<file path="src/rtl/alpu_sched_pkg.sv">
// Shared types and helpers for the ALPU issue scheduler and its round-robin arbiter.
package alpu_sched_pkg;

  localparam int ALPU_INSTR_W = 4;

  typedef enum logic [1:0] {
    IDLE,
    EXEC,
    RESP
  } sched_state_t;

  // Width of a requester id; a single requester still needs one bit to name it
  function automatic int reqIdWidth(input int numReq);
    return (numReq > 1) ? $clog2(numReq) : 1;
  endfunction

endpackage

</file>
<file path="src/rtl/alpu_rr_arbiter.sv">
// Stateless round-robin arbiter: picks the first valid requester at or after the
// pointer, wrapping around. The pointer register itself lives in the scheduler.
module alpu_rr_arbiter
  import alpu_sched_pkg::*;
#(
  parameter int NUM_REQ = 4,
  parameter int ID_W    = reqIdWidth(NUM_REQ)
) (
  input  logic [NUM_REQ-1:0] valid_i,
  input  logic [ID_W-1:0]    ptr_i,
  output logic [NUM_REQ-1:0] grant_o,
  output logic [ID_W-1:0]    idx_o,
  output logic               any_o
);

  // Walk the requesters in priority order starting at the pointer; first hit wins
  always_comb begin
    int          cand;
    logic [ID_W-1:0] candIdx;
    grant_o = '0;
    idx_o   = '0;
    any_o   = 1'b0;
    cand    = 0;
    candIdx = '0;
    for (int i = 0; i < NUM_REQ; i++) begin
      cand = int'(ptr_i) + i;
      if (cand >= NUM_REQ) begin
        cand = cand - NUM_REQ;
      end
      candIdx = ID_W'(cand);
      if (!any_o && valid_i[candIdx]) begin
        any_o            = 1'b1;
        grant_o[candIdx] = 1'b1;
        idx_o            = candIdx;
      end
    end
  end

endmodule

</file>
<file path="src/rtl/alpu_issue_scheduler.sv">
// Shares one ALPU between NUM_REQ requesters. A round-robin winner is accepted in
// IDLE, its operands are latched and held on the ALPU for ALPU_LATENCY+1 cycles,
// the result is captured and returned tagged with the requester id over a
// valid/ready port. One operation is in flight at a time.
// Optional per-requester saturating grant counters are built when the macro
// ALPU_SCHED_PERF_CNT_EN is defined; otherwise grant_cnt_o is tied to zero.
module alpu_issue_scheduler
  import alpu_sched_pkg::*;
#(
  parameter int NUM_REQ      = 4,
  parameter int REG_WIDTH    = 4,
  parameter int ALPU_LATENCY = 1,
  parameter int CNT_WIDTH    = 16
) (
  input  logic                              clk,
  input  logic                              reset,
  input  logic [NUM_REQ-1:0]                req_valid_i,
  output logic [NUM_REQ-1:0]                req_ready_o,
  input  logic [NUM_REQ*ALPU_INSTR_W-1:0]   req_instr_i,
  input  logic [NUM_REQ*REG_WIDTH-1:0]      req_a_i,
  input  logic [NUM_REQ*REG_WIDTH-1:0]      req_b_i,
  input  logic [NUM_REQ-1:0]                req_cin_i,
  output logic [ALPU_INSTR_W-1:0]           alpu_instr_o,
  output logic [REG_WIDTH-1:0]              alpu_a_o,
  output logic [REG_WIDTH-1:0]              alpu_b_o,
  output logic                              alpu_cin_o,
  input  logic [REG_WIDTH-1:0]              alpu_out_i,
  input  logic                              alpu_cout_i,
  output logic                              resp_valid_o,
  input  logic                              resp_ready_i,
  output logic [reqIdWidth(NUM_REQ)-1:0]    resp_id_o,
  output logic [REG_WIDTH-1:0]              resp_out_o,
  output logic                              resp_cout_o,
  output logic [NUM_REQ*CNT_WIDTH-1:0]      grant_cnt_o
);

  localparam int ID_W  = reqIdWidth(NUM_REQ);
  localparam int LAT_W = (ALPU_LATENCY > 0) ? $clog2(ALPU_LATENCY + 1) : 1;
  localparam logic [LAT_W-1:0] LAT_LOAD = LAT_W'(ALPU_LATENCY);
  localparam logic [ID_W-1:0]  LAST_ID  = ID_W'(NUM_REQ - 1);

  sched_state_t state_q, state_d;

  logic [ID_W-1:0]         ptr_q, ptr_d;
  logic [LAT_W-1:0]        latCnt_q, latCnt_d;
  logic [ALPU_INSTR_W-1:0] instr_q, instr_d;
  logic [REG_WIDTH-1:0]    a_q, a_d;
  logic [REG_WIDTH-1:0]    b_q, b_d;
  logic                    cin_q, cin_d;
  logic [ID_W-1:0]         id_q, id_d;
  logic [REG_WIDTH-1:0]    res_q, res_d;
  logic                    resCout_q, resCout_d;

  logic [NUM_REQ-1:0] arbGrant;
  logic [ID_W-1:0]    arbIdx;
  logic               arbAny;
  logic               handshake;
  logic               execDone;

  alpu_rr_arbiter #(
    .NUM_REQ (NUM_REQ),
    .ID_W    (ID_W)
  ) u_arbiter (
    .valid_i (req_valid_i),
    .ptr_i   (ptr_q),
    .grant_o (arbGrant),
    .idx_o   (arbIdx),
    .any_o   (arbAny)
  );

  assign handshake = (state_q == IDLE) && arbAny;
  assign execDone  = (state_q == EXEC) && (latCnt_q == '0);

  // FSM state register
  always_ff @(posedge clk or posedge reset) begin
    if (reset) begin
      state_q <= IDLE;
    end else begin
      state_q <= state_d;
    end
  end

  // FSM next state: accept, run the ALPU for its latency, then hold the response
  always_comb begin
    state_d = state_q;
    unique case (state_q)
      IDLE:    if (handshake)    state_d = EXEC;
      EXEC:    if (execDone)     state_d = RESP;
      RESP:    if (resp_ready_i) state_d = IDLE;
      default:                   state_d = IDLE;
    endcase
  end

  // FSM outputs: ready only in IDLE (and never while reset is held), valid only in RESP
  always_comb begin
    req_ready_o  = '0;
    resp_valid_o = 1'b0;
    if (!reset && (state_q == IDLE)) begin
      req_ready_o = arbGrant;
    end
    if (state_q == RESP) begin
      resp_valid_o = 1'b1;
    end
  end

  // Datapath next state: latch the winner on handshake, count down EXEC, capture the result
  always_comb begin
    ptr_d     = ptr_q;
    latCnt_d  = latCnt_q;
    instr_d   = instr_q;
    a_d       = a_q;
    b_d       = b_q;
    cin_d     = cin_q;
    id_d      = id_q;
    res_d     = res_q;
    resCout_d = resCout_q;
    if (handshake) begin
      instr_d = '0;
      a_d     = '0;
      b_d     = '0;
      cin_d   = 1'b0;
      for (int i = 0; i < NUM_REQ; i++) begin
        if (arbGrant[i]) begin
          instr_d = req_instr_i[i*ALPU_INSTR_W +: ALPU_INSTR_W];
          a_d     = req_a_i[i*REG_WIDTH +: REG_WIDTH];
          b_d     = req_b_i[i*REG_WIDTH +: REG_WIDTH];
          cin_d   = req_cin_i[i];
        end
      end
      id_d     = arbIdx;
      latCnt_d = LAT_LOAD;
      ptr_d    = (arbIdx == LAST_ID) ? '0 : arbIdx + 1'b1;
    end
    if (state_q == EXEC) begin
      if (latCnt_q == '0) begin
        res_d     = alpu_out_i;
        resCout_d = alpu_cout_i;
      end else begin
        latCnt_d = latCnt_q - 1'b1;
      end
    end
  end

  // Datapath registers; an asynchronous reset discards any in-flight operation
  always_ff @(posedge clk or posedge reset) begin
    if (reset) begin
      ptr_q     <= '0;
      latCnt_q  <= '0;
      instr_q   <= '0;
      a_q       <= '0;
      b_q       <= '0;
      cin_q     <= 1'b0;
      id_q      <= '0;
      res_q     <= '0;
      resCout_q <= 1'b0;
    end else begin
      ptr_q     <= ptr_d;
      latCnt_q  <= latCnt_d;
      instr_q   <= instr_d;
      a_q       <= a_d;
      b_q       <= b_d;
      cin_q     <= cin_d;
      id_q      <= id_d;
      res_q     <= res_d;
      resCout_q <= resCout_d;
    end
  end

  assign alpu_instr_o = instr_q;
  assign alpu_a_o     = a_q;
  assign alpu_b_o     = b_q;
  assign alpu_cin_o   = cin_q;

  assign resp_id_o    = id_q;
  assign resp_out_o   = res_q;
  assign resp_cout_o  = resCout_q;

`ifdef ALPU_SCHED_PERF_CNT_EN
  logic [CNT_WIDTH-1:0] grantCnt_q [NUM_REQ];

  // Per-requester grant counters that stick at all-ones instead of wrapping
  always_ff @(posedge clk or posedge reset) begin
    if (reset) begin
      for (int i = 0; i < NUM_REQ; i++) begin
        grantCnt_q[i] <= '0;
      end
    end else if (handshake) begin
      for (int i = 0; i < NUM_REQ; i++) begin
        if (arbGrant[i] && (grantCnt_q[i] != '1)) begin
          grantCnt_q[i] <= grantCnt_q[i] + 1'b1;
        end
      end
    end
  end

  for (genvar g = 0; g < NUM_REQ; g++) begin : g_cnt_out
    assign grant_cnt_o[g*CNT_WIDTH +: CNT_WIDTH] = grantCnt_q[g];
  end
`else
  assign grant_cnt_o = '0;
`endif

endmodule
</file>
<file path="config.mk">
export PLATFORM = sky130hd
export DESIGN_NAME = alpu_issue_scheduler
export DESIGN_NICKNAME = d
export VERILOG_FILES = /design/src/rtl/alpu_sched_pkg.sv /design/src/rtl/alpu_rr_arbiter.sv /design/src/rtl/alpu_issue_scheduler.sv
export SDC_FILE = /design/constraint.sdc
export NUM_CORES = 1
export LEC_CHECK = 0
export ABC_AREA = 1
export CORE_MARGIN = 1.5
export CORE_UTILIZATION = 35
export CTS_CLUSTER_DIAMETER = 40
export DETAILED_ROUTE_END_ITERATION = 7
export GPL_TIMING_DRIVEN = 1
export PLACE_DENSITY_LB_ADDON = 0.25
export SYNTH_ARGS = -nofsm -noshare
export SYNTH_HDL_FRONTEND = slang
export SYNTH_SLANG_ARGS = --single-unit
</file>
<file path="constraint.sdc">
create_clock -name clk -period 2.4 [get_ports clk]
set_clock_uncertainty 0.15 [all_clocks]
set_input_delay 0.36 -clock clk [delete_from_list [all_inputs] [get_ports clk]]
set_output_delay 0.36 -clock clk [all_outputs]
set_load 0.01 [all_outputs]
</file>
* Yosys cells after proc, flatten, opt, wreduce, memory -nomap -nowiden
Cells that the tools add are included.
** Storage, ports and cells
- Flip-flop bits (word level) :: 25
- Bits of input ports :: 64
- Output and inout bits :: 89
- Word-level logic and storage cells :: 116
** Operators by class
- Add/subtract/negate cells :: 9
- Magnitude comparators :: 12
- Equality and inequality tests :: 6
- Mux-type cells :: 58
- Bitwise operators :: 4
- Reduce and logical (&&, ||, !) cells :: 17
** Operators with widths (count)
- $mux 4 :: 17
- $mux 2 :: 12
- $mux 1 :: 20
- $lt 2x3->1 const B :: 4
- $or 4x4->4 :: 3
- $logic_and 1x1->1 :: 10
- $ge 3x3->1 const B :: 3
- $bmux 1 s2 :: 4
- $demux 1 s2 :: 4
- $ge 2x1->1 const B :: 4
- $sub 2x1->2 const B :: 4
- $add 2x2->3 const B :: 2
- $ne 2x2->1 const B :: 3
- $pmux 2 s3 :: 1
- $eq 2x2->1 const B :: 2
- $logic_not 1->1 :: 4
- $add 2x1->3 const B :: 1
- $ge 2x3->1 const B :: 1
- $reduce_and 3->1 :: 1
- $add 2x1->2 const B :: 1
- $eq 2x1->1 const B :: 1
- $logic_not 2->1 :: 1
- $reduce_and 2->1 :: 1
- $not 1->1 :: 1
- $sub 1x1->1 const B :: 1

* Logic depth before layout (Yosys ltp)
Gate-level depths: netlist of the first run.
- Word-level depth :: 18
- Gate-level depth with buffers :: 15

* Cells and area by module
From an unflattened synthesis of the first run, not the netlist that was laid out.
** Unflattened totals
- Cells, all modules :: 366
- Area, all modules :: 2468.6 um^2
** Modules (own cells, without submodules)
- alpu_issue_scheduler :: times used 1, cells each 292, area an instance 2028.2 um^2
- alpu_rr_arbiter :: times used 1, cells each 74, area an instance 440.4 um^2

* Worst setup path after synthesis of the first run
Ideal clock, no wire load.
- Kind :: reg2out
- From :: reg with a tool-made name
- To :: out req_ready_o[3]
- Data arrival time :: 2.012 ns
- Data required time :: 1.890 ns
- Slack :: -0.122 ns
- Cell stages (with the launch flop) :: 14
- Cell sequence :: dfrtp_1 buf_6 inv_6 ha_1 inv_1 nand3_1 nand2_2 nand3_1 nor2_2 nand2_1 nand4_4 buf_2 nand2_1 inv_1
** RTL lines
- to (decl) :: RTL line alpu_issue_scheduler.sv:18 : output logic [NUM_REQ-1:0] req_ready_o,

==> results by group, run 1 <==
Outcome
  – Status: complete, but fails checks
  – Failing checks: setup timing

Pwr
  – P_leak: 1.75 nW
  – Switch share: about half
  – Psw: 2.98 mW
  – Part of the power in registers: 13.8%
  – Pwr Density: ~1600 nW/µm²
  – Clk pwr share: 4.3%
  – Internal power: approximately 2.8 mW
  – Comb pwr share: roughly 82%
  – Maximum VDD drop: 0.000632 V

Routing
  – ANT nets after route: 0
  – Via count: approximately 2300
  – WL final: 6400 µm
  – Remaining routing DRC violations: 0
  – Drt pass-1 iters: 4
  – Avg WL per Cell: about 12 µm
  – Initial drt markers: a little over 100
  – Vias per cell: around 4.3

Final layout
  – Layout fillers: roughly 690
  – N_diodes: 0
  – Layout cells sized above 1: around a quarter
  – Final nets: between 500 and 600
  – P&R area growth vs syn: 41.0%
  – Multi-input gate area: roughly 1600 µm²
  – Sequential Area: around 630 µm²

Worst setup path
  – WP data required: between 1500 and 2000 ps
  – Critical path class: flop to output pin
  – CP max FO: 4
  – Setup crit end kind: output pin
  – Worst Setup Start Kind: flop
  – Crit path DAT: just under 2000 ps

CTS
  – Worst skew pair latency: about 270 ps
  – Hold buffer count at CTS: 0
  – CTS clk-pin slew, worst paths: about 90 ps
  – TritonCTS buffer count: 3
  – Clock buffer depth: 2
  – CTS Sinks: 25
  – CTS H-Tree Depth: 1
  – Root buffer cell: clkbuf_8
  – TritonCTS clock tree: yes

Die
  – Chip Height: just under 90 µm
  – Row count: 31
  – Die Area: ~7900 µm²
  – Io pins: 153
  – Chip width: around 89 µm
  – CORE AREA: 7210 µm²
  – Starting Density: a little over a third

Synth
  – Yosys top cell by area: dfrtp_1
  – Synth cell types: 39
  – Netlist Area Pre-Place: 2590 µm²
  – Area contributors post-synth: dfrtp_1 24%, buf_4 19%, a21oi_1 8.5%, nand2_1 7.8%, nand3_2 4.6%
  – Most frequent cell after synthesis: buf_4
  – Top cell type's share of synthesized area: about a quarter
  – Avg Cell Area, Syn: slightly below 8 µm²
  – Synth Register Bits: 25
  – Number of synthesized flops with an enable pin: 0
  – Commonest cells post-synth: 65 x buf_4, 54 x nand2_1, 44 x a21oi_1, 25 x dfrtp_1, 24 x inv_1
  – Ys async rst share: 100%
  – Most used DFF post-synth: dfrtp_1
  – Synth Warn #: 0
  – Gate Count Post-Synth: between 300 and 400
  – Sequential share of the synthesized area: 24.1%

Timing
  – Final setup violation count: 4
  – RSZ-0062 raised after global routing: true
  – Final worst slack: -37.2 ps
  – Fmax: slightly above 400 MHz
  – Final Critical Period: around 2400 ps
  – Final Max Slew Viols: 0
  – Hold_ws: 174 ps
  – Final Cycle Share: 102%
  – Final number of hold-violating endpoints: 0

Placement
  – Dpl ws: -407 ps
  – Routability cong.: slightly above 0.8
  – DP Wirelength: 5050 µm
  – Port bufs: between 80 and 90

GRT
  – Global route overflow: 0
  – Largest net degree at the start of global routing: 27
  – GRT Total Usage: between 10% and 20%
  – Number of global-route vias before repair: about 2100
  – Initial antenna violation count: 0
  – First-pass GRT wire length: around 9800 µm

Run
  – Max-Cap Viols: 0

Min path
  – Min-Delay Path Class: primary input to asynchronous set/reset pin
[worst max-delay path: stages (launching register included)]
cell      delay [ps]
dfrtp_2          450
inv_6             70
ha_4             210
buf_4            140
nand2_2           80
nand2_4           70
nor2_8           130
buf_12           130
nand3b_4          70
nand3_4           70
nand2_1           50
inv_1             60
buf_2            120
[metal layers]
metal  share of wire (%)  vias to the layer above  routed length (µm)  GRT usage, %
met4                 1.0                        0                  65          2.10
met2                  52                       83                3300          28.1
met3                 4.9                        4                 316          2.49
met1                  42                     1051                2720          20.2
li1                    -                     1166                   -             -
met5                   0                        -                   0             0
[logic make-up after synthesis]
| family | synth area share [%] |
|---|---|
| compound gates | 15.6 |
| xor+xnor | 0.338 |
| mux | 2.17 |
| simple gates | 28.1 |
| other cells | 0.145 |
| flops | 24.1 |
| buf+inv | 26.2 |
| fa+ha+maj | 3.38 |
[registers in the layout (all words and copies together) (netlist names), named ones only]
| signal | flops |
|---|---|
| latCnt_q | 1 |
| alpu_a_o | 4 |
| resp_cout_o | 1 |
| resp_out_o | 4 |
| state_q | 2 |
| resp_id_o | 2 |
| alpu_cin_o | 1 |
| ptr_q | 1 |
| alpu_b_o | 4 |
| alpu_instr_o | 4 |
[worst paths after layout]
kind | from | to | slack (ps) | cells past startpoint
hold reg to reg | resp_id_o[1]$_DFFE_PP0P_ | resp_id_o[1]$_DFFE_PP0P_ | 360 | 1
hold / removal | reset | resp_id_o[0]$_DFFE_PP0P_ | 170 | 2
setup / recovery | flop | req_ready_o[1] | -40 | 12
min in group clk | resp_id_o[1]$_DFFE_PP0P_ | resp_id_o[1]$_DFFE_PP0P_ | 360 | 1
max in group asynchronous | reset | alpu_instr_o[2]$_DFFE_PP0P_ | 1410 | 3
setup reg to reg | flop | ptr_q[1]$_DFFE_PP0P_ | 50 | 14
[metrics by stage]
stage          area (µm²)  power (mW)  utilization [%]  setup TNS (ps)  std cells
6_report             3660        5.83             50.7            -115        536
3_3_place_gp         3440        5.02             47.7           -3750        526
4_1_cts              3550        5.56             49.3            -276        532
3_5_place_dp         3440        5.08             47.7           -4350        526
2_1_floorplan        2850        3.91                -               0        393
5_1_grt              3660        6.34             50.7            -702        536
[cells in the final DEF, fill, tap and decap left out, types with 9 or more instances in the layout]
cell,synthesis,routed
clkdlybuf4s50_1,0,84
nand3_1,10,9
nor2_1,20,20
nand3_2,12,13
nand2_1,54,49
dfrtp_1,25,24
a21oi_1,44,42
conb_1,1,64
a21oi_2,10,12
nand2_2,10,12
buf_4,65,20
inv_1,24,21
[cell type report]
class | instances | share of cell area [%]
clock buffer | 3 | 1.13
multi-input combinational | 266 | 44.6
tap | 99 | 3.39
clock inverter | 1 | 0.205
inverter | 28 | 3.22
sequential | 25 | 17.1
timing repair buffer | 114 | 30.3
[repair_timing]
action                     CTS  global route
pin swaps                    7             9
buffers inserted             3             5
setup endpoints to repair    7            19
gates resized for setup     29            18
cloned                       0             0
[power by group through the flow]
stage	clock network (mW)	logic [mW]	registers, mW
detailed placement	0	4.27	0.812
global route	0.280	5.23	0.829
floorplan	0	3.02	0.883
CTS	0.263	4.50	0.803
global placement	0	4.21	0.805
finish	0.252	4.77	0.801
No activity file was read; power rests on OpenSTA's default activity.
==> run 2, diff against run 1 <==
- SLEW_MARGIN: unset -> 30
==> results of run 2 <==
No change in the layout: final DEF, timing and power equal those of run 1.
